<file path="config.mk">
export PLATFORM = sky130hd
export DESIGN_NAME = ram_arbiter
export DESIGN_NICKNAME = d
export VERILOG_FILES = /design/src/rtl/ram_arb_pkg.sv /design/src/rtl/ram_arb_rd_pipe.sv /design/src/rtl/ram_arbiter.sv
export SDC_FILE = /design/constraint.sdc
export NUM_CORES = 1
export LEC_CHECK = 0
export BUFFER_PORTS_ARGS = -buffer_cell sky130_fd_sc_hd__buf_2
export CORE_MARGIN = 2
export CORE_UTILIZATION = 45
export CTS_CLUSTER_DIAMETER = 40
export DETAILED_ROUTE_END_ITERATION = 10
export PLACE_DENSITY = 0.78
export REMOVE_ABC_BUFFERS = 1
export SLEW_MARGIN = 10
export SYNTH_ARGS = -nofsm -noshare
export SYNTH_HDL_FRONTEND = slang
export SYNTH_SLANG_ARGS = --single-unit
</file>
<file path="constraint.sdc">
create_clock -name i_clk -period 3.42 [get_ports i_clk]
set_input_delay 0.342 -clock i_clk [delete_from_list [all_inputs] [get_ports i_clk]]
set_output_delay 0.342 -clock i_clk [all_outputs]
set_load 0.01 [all_outputs]
</file>
<file path="src/rtl/ram_arb_pkg.sv">
// Shared types and constants for the two-requester RAM port arbiter.
package ram_arb_pkg;

   typedef enum logic [1:0] {
      UNLOCKED = 2'd0,
      LOCK0    = 2'd1,
      LOCK1    = 2'd2
   } arb_state_t;

   localparam logic M0 = 1'b0;
   localparam logic M1 = 1'b1;

   localparam int MAX_RD_LATENCY = 4;

endpackage

</file>
<file path="src/rtl/ram_arb_rd_pipe.sv">
// Valid/owner-tag delay line for RAM reads; produces the per-requester read
// data strobes and holds the captured read data between strobes.
module ram_arb_rd_pipe
   import ram_arb_pkg::*;
#(
   parameter int g_RAM_WIDTH  = 11,
   parameter int g_RD_LATENCY = 1
) (
   input  logic                   i_clk,
   input  logic                   i_rst,
   input  logic                   i_push,
   input  logic                   i_tag,
   input  logic [g_RAM_WIDTH-1:0] i_ram_data,
   output logic                   o_m0_rvalid,
   output logic [g_RAM_WIDTH-1:0] o_m0_rdata,
   output logic                   o_m1_rvalid,
   output logic [g_RAM_WIDTH-1:0] o_m1_rdata
);

   // Out-of-range latencies are clamped so the delay line is always legal.
   localparam int LAT   = (g_RD_LATENCY > MAX_RD_LATENCY) ? MAX_RD_LATENCY :
                          ((g_RD_LATENCY < 1) ? 1 : g_RD_LATENCY);
   localparam int DEPTH = LAT + 1;

   logic [DEPTH-1:0]       valid_reg;
   logic [DEPTH-1:0]       tag_reg;
   logic                   m0_rvalid_reg;
   logic                   m1_rvalid_reg;
   logic [g_RAM_WIDTH-1:0] m0_rdata_reg;
   logic [g_RAM_WIDTH-1:0] m1_rdata_reg;
   logic                   last_valid;
   logic                   last_tag;

   assign last_valid = valid_reg[DEPTH-1];
   assign last_tag   = tag_reg[DEPTH-1];

   always_ff @(posedge i_clk or posedge i_rst) begin
      if (i_rst) begin
         valid_reg <= '0;
         tag_reg   <= '0;
      end else begin
         valid_reg <= {valid_reg[DEPTH-2:0], i_push};
         tag_reg   <= {tag_reg[DEPTH-2:0], i_tag};
      end
   end

   always_ff @(posedge i_clk or posedge i_rst) begin
      if (i_rst) begin
         m0_rvalid_reg <= 1'b0;
         m1_rvalid_reg <= 1'b0;
         m0_rdata_reg  <= '0;
         m1_rdata_reg  <= '0;
      end else begin
         m0_rvalid_reg <= last_valid && (last_tag == M0);
         m1_rvalid_reg <= last_valid && (last_tag == M1);
         if (last_valid && (last_tag == M0))
            m0_rdata_reg <= i_ram_data;
         if (last_valid && (last_tag == M1))
            m1_rdata_reg <= i_ram_data;
      end
   end

   assign o_m0_rvalid = m0_rvalid_reg;
   assign o_m0_rdata  = m0_rdata_reg;
   assign o_m1_rvalid = m1_rvalid_reg;
   assign o_m1_rdata  = m1_rdata_reg;

endmodule

</file>
<file path="src/rtl/ram_arbiter.sv">
// Two-requester arbiter for a single synchronous RAM port with bus lock.
// Define RAM_ARB_FIXED_PRIO_EN to make m0 win every unlocked conflict.
module ram_arbiter
   import ram_arb_pkg::*;
#(
   parameter int g_RAM_WIDTH  = 11,
   parameter int g_RAM_ADDR   = 9,
   parameter int g_RD_LATENCY = 1
) (
   input  logic                   i_clk,
   input  logic                   i_rst,
   input  logic                   i_m0_req,
   input  logic                   i_m0_we,
   input  logic                   i_m0_lock,
   input  logic [g_RAM_ADDR-1:0]  i_m0_addr,
   input  logic [g_RAM_WIDTH-1:0] i_m0_data,
   output logic                   o_m0_gnt,
   output logic                   o_m0_rvalid,
   output logic [g_RAM_WIDTH-1:0] o_m0_rdata,
   input  logic                   i_m1_req,
   input  logic                   i_m1_we,
   input  logic                   i_m1_lock,
   input  logic [g_RAM_ADDR-1:0]  i_m1_addr,
   input  logic [g_RAM_WIDTH-1:0] i_m1_data,
   output logic                   o_m1_gnt,
   output logic                   o_m1_rvalid,
   output logic [g_RAM_WIDTH-1:0] o_m1_rdata,
   output logic                   o_ram_en,
   output logic                   o_ram_we,
   output logic                   o_ram_re,
   output logic [g_RAM_ADDR-1:0]  o_ram_addr,
   output logic [g_RAM_WIDTH-1:0] o_ram_data,
   input  logic [g_RAM_WIDTH-1:0] i_ram_data
);

   arb_state_t             state_reg;
   arb_state_t             state_next;
   logic                   lock0_held;
   logic                   lock1_held;
   logic                   gnt0;
   logic                   gnt1;
   logic                   accept;
   logic                   sel_we;
   logic [g_RAM_ADDR-1:0]  sel_addr;
   logic [g_RAM_WIDTH-1:0] sel_data;
   logic                   ram_en_reg;
   logic                   ram_we_reg;
   logic                   ram_re_reg;
   logic [g_RAM_ADDR-1:0]  ram_addr_reg;
   logic [g_RAM_WIDTH-1:0] ram_data_reg;
`ifndef RAM_ARB_FIXED_PRIO_EN
   logic                   r_last_reg;
`endif

   // An owner that is idle with lock low releases the bus in the same cycle.
   assign lock0_held = (state_reg == LOCK0) && (i_m0_req || i_m0_lock);
   assign lock1_held = (state_reg == LOCK1) && (i_m1_req || i_m1_lock);

   always_comb begin
      gnt0 = 1'b0;
      gnt1 = 1'b0;
      if (lock0_held) begin
         gnt0 = i_m0_req;
      end else if (lock1_held) begin
         gnt1 = i_m1_req;
      end else if (i_m0_req && i_m1_req) begin
`ifdef RAM_ARB_FIXED_PRIO_EN
         gnt0 = 1'b1;
`else
         if (r_last_reg == M1)
            gnt0 = 1'b1;
         else
            gnt1 = 1'b1;
`endif
      end else begin
         gnt0 = i_m0_req;
         gnt1 = i_m1_req;
      end
   end

   always_comb begin
      state_next = state_reg;
      if (lock0_held)
         state_next = (gnt0 && !i_m0_lock) ? UNLOCKED : LOCK0;
      else if (lock1_held)
         state_next = (gnt1 && !i_m1_lock) ? UNLOCKED : LOCK1;
      else if (gnt0 && i_m0_lock)
         state_next = LOCK0;
      else if (gnt1 && i_m1_lock)
         state_next = LOCK1;
      else
         state_next = UNLOCKED;
   end

   assign accept   = gnt0 || gnt1;
   assign sel_we   = gnt1 ? i_m1_we   : i_m0_we;
   assign sel_addr = gnt1 ? i_m1_addr : i_m0_addr;
   assign sel_data = gnt1 ? i_m1_data : i_m0_data;

   always_ff @(posedge i_clk or posedge i_rst) begin
      if (i_rst) begin
         state_reg    <= UNLOCKED;
         ram_en_reg   <= 1'b0;
         ram_we_reg   <= 1'b0;
         ram_re_reg   <= 1'b0;
         ram_addr_reg <= '0;
         ram_data_reg <= '0;
      end else begin
         state_reg  <= state_next;
         ram_en_reg <= accept;
         ram_we_reg <= accept && sel_we;
         ram_re_reg <= accept && !sel_we;
         if (accept) begin
            ram_addr_reg <= sel_addr;
            ram_data_reg <= sel_data;
         end
      end
   end

`ifndef RAM_ARB_FIXED_PRIO_EN
   // Starts at M1 so that m0 wins the first conflict after reset.
   always_ff @(posedge i_clk or posedge i_rst) begin
      if (i_rst)
         r_last_reg <= M1;
      else if (accept)
         r_last_reg <= gnt1;
   end
`endif

   ram_arb_rd_pipe #(
      .g_RAM_WIDTH  (g_RAM_WIDTH),
      .g_RD_LATENCY (g_RD_LATENCY)
   ) u_rd_pipe (
      .i_clk       (i_clk),
      .i_rst       (i_rst),
      .i_push      (accept && !sel_we),
      .i_tag       (gnt1),
      .i_ram_data  (i_ram_data),
      .o_m0_rvalid (o_m0_rvalid),
      .o_m0_rdata  (o_m0_rdata),
      .o_m1_rvalid (o_m1_rvalid),
      .o_m1_rdata  (o_m1_rdata)
   );

   assign o_m0_gnt   = gnt0;
   assign o_m1_gnt   = gnt1;
   assign o_ram_en   = ram_en_reg;
   assign o_ram_we   = ram_we_reg;
   assign o_ram_re   = ram_re_reg;
   assign o_ram_addr = ram_addr_reg;
   assign o_ram_data = ram_data_reg;

endmodule

</file>
==> flow_summary.json <==
{
  "status": "complete, no violations",
  "root_buffer": "clkbuf_8",
  "ys_top_cells_by_area": "dfrtp_1, mux2_2, a21oi_1",
  "numPortBuffers": 107,
  "path_cells": "o21ba_1 -> o311ai_4 -> buf_4 -> inv_2 -> buf_2",
  "cts_made_buffers": 5,
  "cp-start-kind": "register",
  "die_h_um": 74.4,
  "switching_share_pct": 33.1,
  "crit_buf_inv": 3,
  "ys_warn_count": 0,
  "fin_crit_sh_pct": 68.9,
  "min_period_ns": 2.36,
  "cts_tree": "built",
  "yosysMostFrequentCell": "dfrtp_1",
  "synth_top_family_by_area": "compound AO/OA/AOI/OAI gates",
  "p_clk_share_pct": 19.4,
  "maxSlewViolCount": 0,
  "vias": 1866,
  "hold_path_class": "input pin to register",
  "yosysSeqAreaShare_pct": 59.5,
  "hold_depth": 2,
  "fp-row-count": 25,
  "setup_viol": 0,
  "fp.dieArea_sq_um": 5540,
  "critPathMaxStageDelay_ns": 0.48,
  "cts.reportedPaths.clkPinSlew_ns": 0.09,
  "fillerInstances": 420,
  "synthDistinctLibCells": 26,
  "cts.repair.resized": 0,
  "grt-ovfl-total": 0,
  "ant_nets": 0,
  "p_switching_uw": 702,
  "grt_antenna_before_repair": 0,
  "path_class": "register to output pin",
  "drtIter0Drc": 62,
  "clock_skew_ns": 0.00961,
  "hpwl_um": 3660,
  "postSynthCellCount": 197,
  "ir_drop_mv": 0.321,
  "die_x_um": 74.4,
  "synth_edf_count": 0,
  "cap_violations": 0,
  "finalHoldViolCount": 0,
  "clk_latency_ns": 0.30,
  "cts.htree.levels": 2,
  "core_area_sq_um": 4750,
  "syn-cell-area_sq_um": 2230,
  "io_pins": 108,
  "cp.required_ns": 3.08,
  "drive_gt1_share_pct": 49.8,
  "post-route-drc-count": 0,
  "powerDensity_nw_per_um2": 729,
  "cp_slowest_cell": "dfrtp_1",
  "vias_per_cell": 5.04,
  "tightest_slew_ns": 1.06,
  "area_delta_synth_final_pct": 30.3,
  "cp_top_family": "buffers and inverters",
  "p_int_mw": 1.42,
  "max_freq_mhz": 424,
  "seq_power_share_pct": 45.5,
  "cp_max_fo": 23,
  "routabilityCongestion": 0.811,
  "slew-limit-headroom_pct": 29.3,
  "synth_compound_area_share_pct": 16.3,
  "synthMuxAreaShare_pct": 11.1,
  "grt_usage_pct": 18.7,
  "diodes": 0,
  "synth_xor_area_share_pct": 0,
  "synth_seq_cells": 53,
  "synthTopCellsByCount": "dfrtp_1, a21oi_1, mux2_2, nand2_1, nor2_1",
  "holdWs_ns": 0.227,
  "wl_um": 4940,
  "cts_setup_buffers": 0,
  "cp.depth": 5,
  "wire_per_inst_um": 13.3,
  "reg2regPathDepth": 6,
  "syn_area_per_cell_sq_um": 11.3,
  "p_leak_nw": 1.45,
  "cp-end-kind": "output pin",
  "synth_top_area_share_pct": 58.3,
  "finalNetCount": 361,
  "initial_core_util_pct": 46.9,
  "async_reset_ff_share_pct": 100,
  "dpl.cell_count": 362,
  "r2r_slack_ns": 1.48,
  "grt_max_degree": 54,
  "arrival_ns": 2.02,
  "synth-simple-area-share_pct": 8.91,
  "setup-tns-final_ns": 0,
  "ys.flop_type": "dfrtp_1",
  "clk_path_buf_depth": 2,
  "synth_fa_ha_area_share_pct": 0,
  "firstDrtPassIters": 4,
  "clkSinkCount": 53,
  "synth_top_area_cell": "dfrtp_1",
  "rsz0062_at_grt": "false",
  "final-instance-count-excl-fill": 370,
  "postCtsHoldBufs": 0,
  "grt_pass1_wl_um": 7840,
  "grt_pass1_vias": 1785,
  "p_comb_share_pct": 35.1
}
-- through the flow --
stage | power [mW] | area [sq um] | util (%) | setup slack (ns)
after global placement | 1.70 | 2800 | 58.8 | 1.44
after detailed placement | 1.73 | 2800 | 58.8 | 1.39
final | 2.12 | 2910 | 61.2 | 1.06
after floorplan | 1.39 | 2160 | - | 1.38
after global routing | 2.27 | 2910 | 61.2 | 0.902
after CTS | 2.14 | 2910 | 61.2 | 1.06
-- per-layer routing --
metal / vias up / track usage [%] / wire [um]
met2: 111 / 30.7 / 2270
met5: - / 0 / 0
li1: 875 / - / -
met1: 873 / 22.9 / 2110
met4: 0 / 7.34 / 74
met3: 7 / 5.96 / 477
-- logic make-up (layout without fill, tap and decap cells) --
| logic type | Yosys count | after routing |
|---|---|---|
| multiplexers | 22 | 22 |
| AO/OA/AOI/OAI | 55 | 55 |
| buffers and inverters | 18 | 124 |
| flip-flops | 53 | 53 |
| AND/OR/NAND/NOR | 49 | 49 |
-- power groups by stage --
stage	registers, mW	logic [mW]	clock network (mW)
floorplan	1.07	0.325	0
global placement	0.964	0.740	0
detailed placement	0.975	0.756	0
CTS	0.966	0.755	0.424
global route	0.995	0.827	0.450
finish	0.964	0.745	0.411
-- cells in the final DEF (no fill, tap or decap), drive strengths merged --
master  synthesis  routed
and2            1       1
dfrtp          52      52
mux2           22      22
buf            10     109
dfstp           1       1
clkinv          0       1
a41oi           1       1
nand2b          1       1
inv             7       7
bufinv          0       1
nor2           22      22
o22ai           1       1
a211oi          1       1
o21ba           1       1
a21boi          1       1
o311ai          2       2
o21ai           4       4
nand2          22      22
nand3b          2       2
nor2b           1       1
a21oi          43      43
a22o            1       1
clkbuf          1       6
-- final cells by class --
class	count	area [sq um]	share of cell area [%]
flip-flops and latches	53	1330	45.6
well taps	67	83.8	2.88
repair buffers	109	551	18.9
inverters	7	26.3	0.903
multi-input cells	126	810	27.8
clock inverters	2	38.8	1.33
clock buffers	6	72.6	2.49
-- worst paths after layout --
kind	start	endpoint
hold / removal	i_m0_we	u_rd_pipe.valid_reg[0]
setup / recovery	state_reg[0]	o_m0_gnt
min in group asynchronous	i_rst	u_rd_pipe.o_m1_rdata[1]
max in group asynchronous	i_rst	o_ram_data[8]
hold reg to reg	u_rd_pipe.tag_reg[0]	u_rd_pipe.tag_reg[1]
setup reg to reg	state_reg[0]	o_ram_data[0]
Note: power is estimated with default switching activity, not from simulation.
